===== config.mk =====
export PLATFORM = sky130hd
export DESIGN_NAME = dmem_responder
export DESIGN_NICKNAME = d
export VERILOG_FILES = /design/src/rtl/dmem_responder.sv
export SDC_FILE = /design/constraint.sdc
export NUM_CORES = 2
export LEC_CHECK = 0
export CAP_MARGIN = 10
export CELL_PAD_IN_SITES_DETAIL_PLACEMENT = 0
export CELL_PAD_IN_SITES_GLOBAL_PLACEMENT = 1
export CORE_UTILIZATION = 57
export DETAILED_ROUTE_END_ITERATION = 10
export PLACE_DENSITY = 0.82
export SLEW_MARGIN = 20
export SYNTH_ARGS = -nofsm -noshare
export SYNTH_HDL_FRONTEND = slang
export SYNTH_SLANG_ARGS = --single-unit
export TNS_END_PERCENT = 5

===== constraint.sdc =====
create_clock -name clk -period 9.45 [get_ports clk]
set_clock_uncertainty 0.2 [all_clocks]
set_input_delay 1.4175 -clock clk [delete_from_list [all_inputs] [get_ports clk]]
set_output_delay 1.4175 -clock clk [all_outputs]
set_load 0.05 [all_outputs]

===== src/rtl/dmem_responder.sv =====
// dmem_responder: single-port data memory responder for a simple processor bus.
// A request is accepted in IDLE, optionally held in WAIT for WAIT_CYCLES
// cycles, then answered with a one-cycle ready pulse in RESP.
// Address map: word RAM at 0..DEPTH_WORDS*4-1, led register at MMIO_BASE,
// free-running cycle counter (read-only) at MMIO_BASE+4.
// Ports:
//   clk, reset        clock, asynchronous active-low reset
//   req/we/addr/wd/be request strobe, write flag, byte address, write data, byte enables
//   rd/ready/err      response data, response strobe, error flag (0 unless ready)
//   led               MMIO output register
module dmem_responder #(
  parameter int          DEPTH_WORDS = 64,
  parameter int          WAIT_CYCLES = 1,
  parameter logic [31:0] MMIO_BASE   = 32'h0000_0400
) (
  input  logic        clk,
  input  logic        reset,
  input  logic        req,
  input  logic        we,
  input  logic [31:0] addr,
  input  logic [31:0] wd,
  input  logic [3:0]  be,
  output logic [31:0] rd,
  output logic        ready,
  output logic        err,
  output logic [31:0] led
);

  localparam int          AW    = (DEPTH_WORDS > 1) ? $clog2(DEPTH_WORDS) : 1;
  localparam logic [3:0]  WLOAD = (WAIT_CYCLES == 0) ? 4'd0 : 4'(WAIT_CYCLES - 1);

  typedef enum logic [1:0] {IDLE, WAIT, RESP} state_t;

  typedef struct packed {
    logic        we;
    logic [31:0] addr;
    logic [31:0] wd;
    logic [3:0]  be;
    logic [31:0] cyc;
  } req_t;

  state_t      state, state_nxt;
  logic [3:0]  wcnt;
  logic [31:0] cyc_cnt;
  req_t        req_q, cur;
  logic [31:0] mem [DEPTH_WORDS];

  logic        go_resp;
  logic        aligned, hit_ram, hit_led, hit_cyc, dec_err;
  logic [AW-1:0] idx;
  logic [31:0] bmask, rd_nxt;

  // Next-state logic
  always_comb begin
    state_nxt = state;
    case (state)
      IDLE: if (req) state_nxt = (WAIT_CYCLES == 0) ? RESP : WAIT;
      WAIT: if (wcnt == 4'd0) state_nxt = RESP;
      RESP: state_nxt = IDLE;
      default: state_nxt = IDLE;
    endcase
  end

  // With zero wait states the commit edge is the acceptance edge, so the
  // live inputs must be used instead of the captured copy.
  always_comb begin
    cur = req_q;
    if (state == IDLE) cur = {we, addr, wd, be, cyc_cnt};
  end

  assign go_resp = (state_nxt == RESP);

  // Address decode
  assign aligned = (cur.addr[1:0] == 2'b00);
  assign hit_ram = aligned && (cur.addr[31:AW+2] == '0);
  assign hit_led = (cur.addr == MMIO_BASE);
  assign hit_cyc = (cur.addr == MMIO_BASE + 32'd4);
  assign dec_err = !(hit_ram || hit_led || hit_cyc);
  assign idx     = cur.addr[AW+1:2];
  assign bmask   = {{8{cur.be[3]}}, {8{cur.be[2]}}, {8{cur.be[1]}}, {8{cur.be[0]}}};

  always_comb begin
    rd_nxt = 32'd0;
    if (!cur.we && !dec_err) begin
      if (hit_ram)      rd_nxt = mem[idx];
      else if (hit_led) rd_nxt = led;
      else              rd_nxt = cur.cyc;
    end
  end

  assign ready = (state == RESP);

  always_ff @(posedge clk or negedge reset) begin
    if (!reset) begin
      state   <= IDLE;
      wcnt    <= 4'd0;
      cyc_cnt <= 32'd0;
      req_q   <= '0;
      led     <= 32'd0;
      rd      <= 32'd0;
      err     <= 1'b0;
    end else begin
      state   <= state_nxt;
      cyc_cnt <= cyc_cnt + 32'd1;
      if (state == IDLE && req) begin
        req_q <= cur;
        wcnt  <= WLOAD;
      end else if (state == WAIT && wcnt != 4'd0) begin
        wcnt <= wcnt - 4'd1;
      end
      // Response payload is only non-zero while in RESP.
      rd  <= go_resp ? rd_nxt  : 32'd0;
      err <= go_resp ? dec_err : 1'b0;
      if (go_resp && cur.we && hit_led)
        led <= (led & ~bmask) | (cur.wd & bmask);
    end
  end

  // RAM has no reset; the reset term keeps an aborted write from landing.
  always_ff @(posedge clk) begin
    if (reset && go_resp && cur.we && hit_ram) begin
      for (int i = 0; i < 4; i++)
        if (cur.be[i]) mem[idx][8*i +: 8] <= cur.wd[8*i +: 8];
    end
  end

endmodule


==> results.py <==
metrics = {
    "synth": {
        "asyncSetResetFlopFracSynth": 0.0906,
        "yosysWarnings": 0,
        "synthesized_netlist_cell_count": 6050,
        "mapped_area_sq_mm": 0.0891,
        "postSynth.topFlopCell": "sky130_fd_sc_hd__edfxtp_1",
        "synthTopCellsByArea": "sky130_fd_sc_hd__edfxtp_1 (69%), sky130_fd_sc_hd__dfrtp_1 (5.7%), sky130_fd_sc_hd__nand2_1 (5.7%), sky130_fd_sc_hd__mux4_2 (3.9%), sky130_fd_sc_hd__mux2i_1 (3.1%)",
        "yosys_register_bits": 2252,
        "netlist.top_cell.by_area": "sky130_fd_sc_hd__edfxtp_1",
        "commonest_cells_in_the_netlist": "sky130_fd_sc_hd__edfxtp_1 (2048), sky130_fd_sc_hd__nand2_1 (1357), sky130_fd_sc_hd__mux2i_1 (280), sky130_fd_sc_hd__a21oi_1 (269), sky130_fd_sc_hd__nand3_1 (209)",
        "library_cell_with_the_highest_instance_count_after_synthesis": "sky130_fd_sc_hd__edfxtp_1",
        "syn-mean-instance-area_sq_um": 14.7,
        "synth_sequential_area_ratio": 0.748,
        "post-synth-top-area-fraction": 0.690,
        "synth_enable_flop_cells": 2048,
        "postSynthNetCount": 6124,
        "synth_cell_types": 68,
    },
    "layout": {
        "final_cell_count_no_fill": 8464,
        "synthToLayoutAreaGrowth_pct": 12.7,
        "nNetsFinal": 6297,
        "post_route_cells_drive_above_1_share": 0.125,
        "final.fill_count": 10847,
    },
    "worst_setup_path": {
        "r2r_setup_slack_ps": 3600,
        "timing.critical_path.arrival_ps": 6200,
        "worstSetupPathDepth": 11,
        "timing.rr.start": "state[0]$_DFF_PN0_",
        "rr_endpoint": "mem[1][27]$_DFFE_PP_",
        "timing.critical_path.slowest_cell_delay_ps": 910,
        "reg2regPathDepth": 11,
        "path_class": "register to register",
        "worst_setup_path_startpoint": "state[0]$_DFF_PN0_",
        "critical_path.max_fanout": 63,
        "timing.critical_path.cells": "or2_2 > buf_4 > nand3_1 > o41ai_1 > o21ai_1 > buf_4 > nor2_1 > nand2_2 > buf_4 > nor3_1 > buf_4",
        "critPathCapture": "mem[1][27]$_DFFE_PP_",
        "worst-endpoint-required_ps": 9800,
        "startpoint_type": "register",
        "critPathCaptureType": "register",
        "critical-path-top-delay-family": "simple AND/OR/NAND/NOR gates",
        "slowest_stage": "sky130_fd_sc_hd__nor2_1",
        "cp_common_cell": "sky130_fd_sc_hd__buf_4",
        "path_buf_inv": 4,
    },
    "global_routing": {
        "grt_pass1_vias": 53137,
        "grt_start_max_net_pins": 125,
        "grt_overflow": 0,
        "grt_pass1_wl_microns": 385000,
        "number_of_antenna_violations_at_the_first_check_in_global_routing": 6,
        "grtUsageTotal": 0.343,
    },
    "worst_hold_path": {
        "min-delay-path-class": "register to register",
    },
    "sta": {
        "rsz0062_at_grt": "no",
        "transition_at_the_pin_with_the_smallest_max_transition_slack_ps": 1250,
        "report.final.slew_viol_count": 0,
        "max_clock_freq_ghz": 0.171,
        "timing.final.setup_violations": 0,
        "fin_tns_setup_ps": 0,
        "timing.slew.headroom": 0.160,
        "final.period_utilization": 0.619,
        "post-route-min-period_ps": 5850,
        "worst_hold_slack_ps": 276,
        "finalHoldViolCount": 0,
    },
    "place": {
        "place.gp.congestion": 0.913,
        "portBuffers": 137,
        "post-place-cells": 8048,
        "dp_hpwl_microns": 164000,
    },
    "run": {
        "timing.max_cap.violations": 0,
    },
    "pwr": {
        "p_total_uw": 25600,
        "p_leak_uw": 0.0339,
        "peakVddDrop_mv": 0.237,
        "power-per-cell-area_mw_per_mm2": 255,
    },
    "cts": {
        "cts.repair_timing.setup_buffer_count": 0,
        "maximum_clock_path_buffer_count": 3,
        "worst_skew_pair.late_latency_ps": 860,
        "clk_root_buffer_cell": "sky130_fd_sc_hd__clkbuf_16",
        "cts_tree": "yes",
        "holdBufCountCts": 0,
        "clk_transition_reported_paths_ps": 60,
        "htree_levels": 4,
        "tritoncts_buffers": 217,
        "clock_sink_count": 2252,
        "gates_resized_cts_repair": 0,
    },
    "detailed_routing": {
        "detailroute.via_count": 55987,
        "route.detailed.vias_per_inst": 6.61,
        "drt.antenna.violating_nets": 0,
        "remaining_drc_errors": 0,
        "routed_wirelength_microns": 270000,
        "drt-pass1-iter-count": 8,
        "initialDrtViolationCount": 8600,
        "avgRoutedWirePerCell_microns": 31.9,
    },
    "floorplanning": {
        "floorplan.die.width_microns": 397,
        "rows": 144,
        "die_area_sq_mm": 0.158,
        "initial_core_util": 0.576,
        "boundaryPins": 138,
        "core_sq_mm": 0.155,
        "die_y_microns": 397,
    },
    "status": {
        "run_status": "complete, no violations",
    },
}
==> worst min-delay path, stage by stage, from the launching register on <==
cell,delay [ps]
sky130_fd_sc_hd__dfrtp_1,340
sky130_fd_sc_hd__nand2_1,50
sky130_fd_sc_hd__nand2_1,50
==> per-stage QoR <==
step                      worst slack [ps]  instance area [sq um]   util
after floorplan                       5120                  89100      -
after global placement                2890                  93000  0.602
after detailed placement              2920                  93100  0.602
after CTS                             3690                 100000  0.649
after global routing                  3430                 100000  0.649
final                                 3600                 100000  0.650
==> registers in the layout (all words and copies together) (netlist names), named ones only <==
name / count
cyc_cnt: 32
rd: 32
state: 2
err: 1
req_q: 101
wcnt: 4
mem: 2048
==> worst min path at each step <==
stage	startpoint	to	slack, ps	cells after the start
after floorplan	cyc_cnt[30]$_DFF_PN0_	cyc_cnt[30]$_DFF_PN0_	240	1
after detailed placement	req_q[31]$_DFFE_PN0P_	req_q[31]$_DFFE_PN0P_	260	2
after global placement	req_q[32]$_DFFE_PN0P_	req_q[32]$_DFFE_PN0P_	260	2
after global routing	cyc_cnt[30]$_DFF_PN0_	cyc_cnt[30]$_DFF_PN0_	280	1
final	req_q[31]$_DFFE_PN0P_	req_q[31]$_DFFE_PN0P_	280	2
after CTS	reset	async pin	270	1
==> area by class of cell <==
type,count,area (sq um),share of cell area
Sequential cell,2252,66600,0.663
Antenna cell,8,20.0,0.000199
Clock buffer,286,6030,0.0601
Inverter,45,206,0.00206
Clock inverter,122,1190,0.0118
Timing Repair Buffer,339,3010,0.0299
Tap cell,2044,2560,0.0255
Multi-Input combinational cell,3368,20800,0.207
==> layout by cell type (no fill, tap or decap), types with 13 or more instances in the layout <==
master and instances:
sky130_fd_sc_hd__a21oi_1 269, sky130_fd_sc_hd__a22o_1 19, sky130_fd_sc_hd__a22oi_1 36, sky130_fd_sc_hd__a31oi_1 81
sky130_fd_sc_hd__a32oi_1 28, sky130_fd_sc_hd__buf_4 193, sky130_fd_sc_hd__bufinv_16 22, sky130_fd_sc_hd__clkbuf_1 45
sky130_fd_sc_hd__clkbuf_16 226, sky130_fd_sc_hd__clkbuf_8 15, sky130_fd_sc_hd__clkdlybuf4s50_1 136, sky130_fd_sc_hd__clkinv_1 40
sky130_fd_sc_hd__clkinv_2 63, sky130_fd_sc_hd__dfrtp_1 204, sky130_fd_sc_hd__edfxtp_1 2048, sky130_fd_sc_hd__inv_1 13
sky130_fd_sc_hd__mux2i_1 278, sky130_fd_sc_hd__mux4_2 153, sky130_fd_sc_hd__nand2_1 1348, sky130_fd_sc_hd__nand3_1 209
sky130_fd_sc_hd__nand4_1 43, sky130_fd_sc_hd__nor2_1 174, sky130_fd_sc_hd__nor3_1 128, sky130_fd_sc_hd__nor3_2 32
sky130_fd_sc_hd__nor4_1 73, sky130_fd_sc_hd__o2111ai_1 18, sky130_fd_sc_hd__o21ai_0 87, sky130_fd_sc_hd__o21ai_1 53
sky130_fd_sc_hd__o221ai_1 32, sky130_fd_sc_hd__o22ai_1 103, sky130_fd_sc_hd__o32ai_1 19, sky130_fd_sc_hd__or4_1 23
sky130_fd_sc_hd__xnor2_1 22
==> routing by layer <==
| layer | global-route usage | vias to the layer above | wire length, microns |
|---|---|---|---|
| li1 | - | 23226 | - |
| met1 | 0.478 | 28125 | 98900 |
| met2 | 0.502 | 3981 | 119000 |
| met3 | 0.102 | 649 | 37800 |
| met4 | 0.154 | 6 | 13800 |
| met5 | 0 | - | 22 |
==> where the power goes <==
part	internal [uW]	leakage, uW	switching (uW)
registers	11700	0.0212	67.0
clock network	5070	0.00353	3720
logic	1190	0.00916	3850
==> logic make-up after synthesis <==
group | synth area share
flip-flops | 0.748
AND/OR/NAND/NOR | 0.101
AO/OA/AOI/OAI | 0.0539
multiplexers | 0.0710
buffers and inverters | 0.0231
XOR/XNOR | 0.00324
adder cells (fa/ha/maj) | 0.000281
No activity file was read; power rests on OpenSTA's default activity.
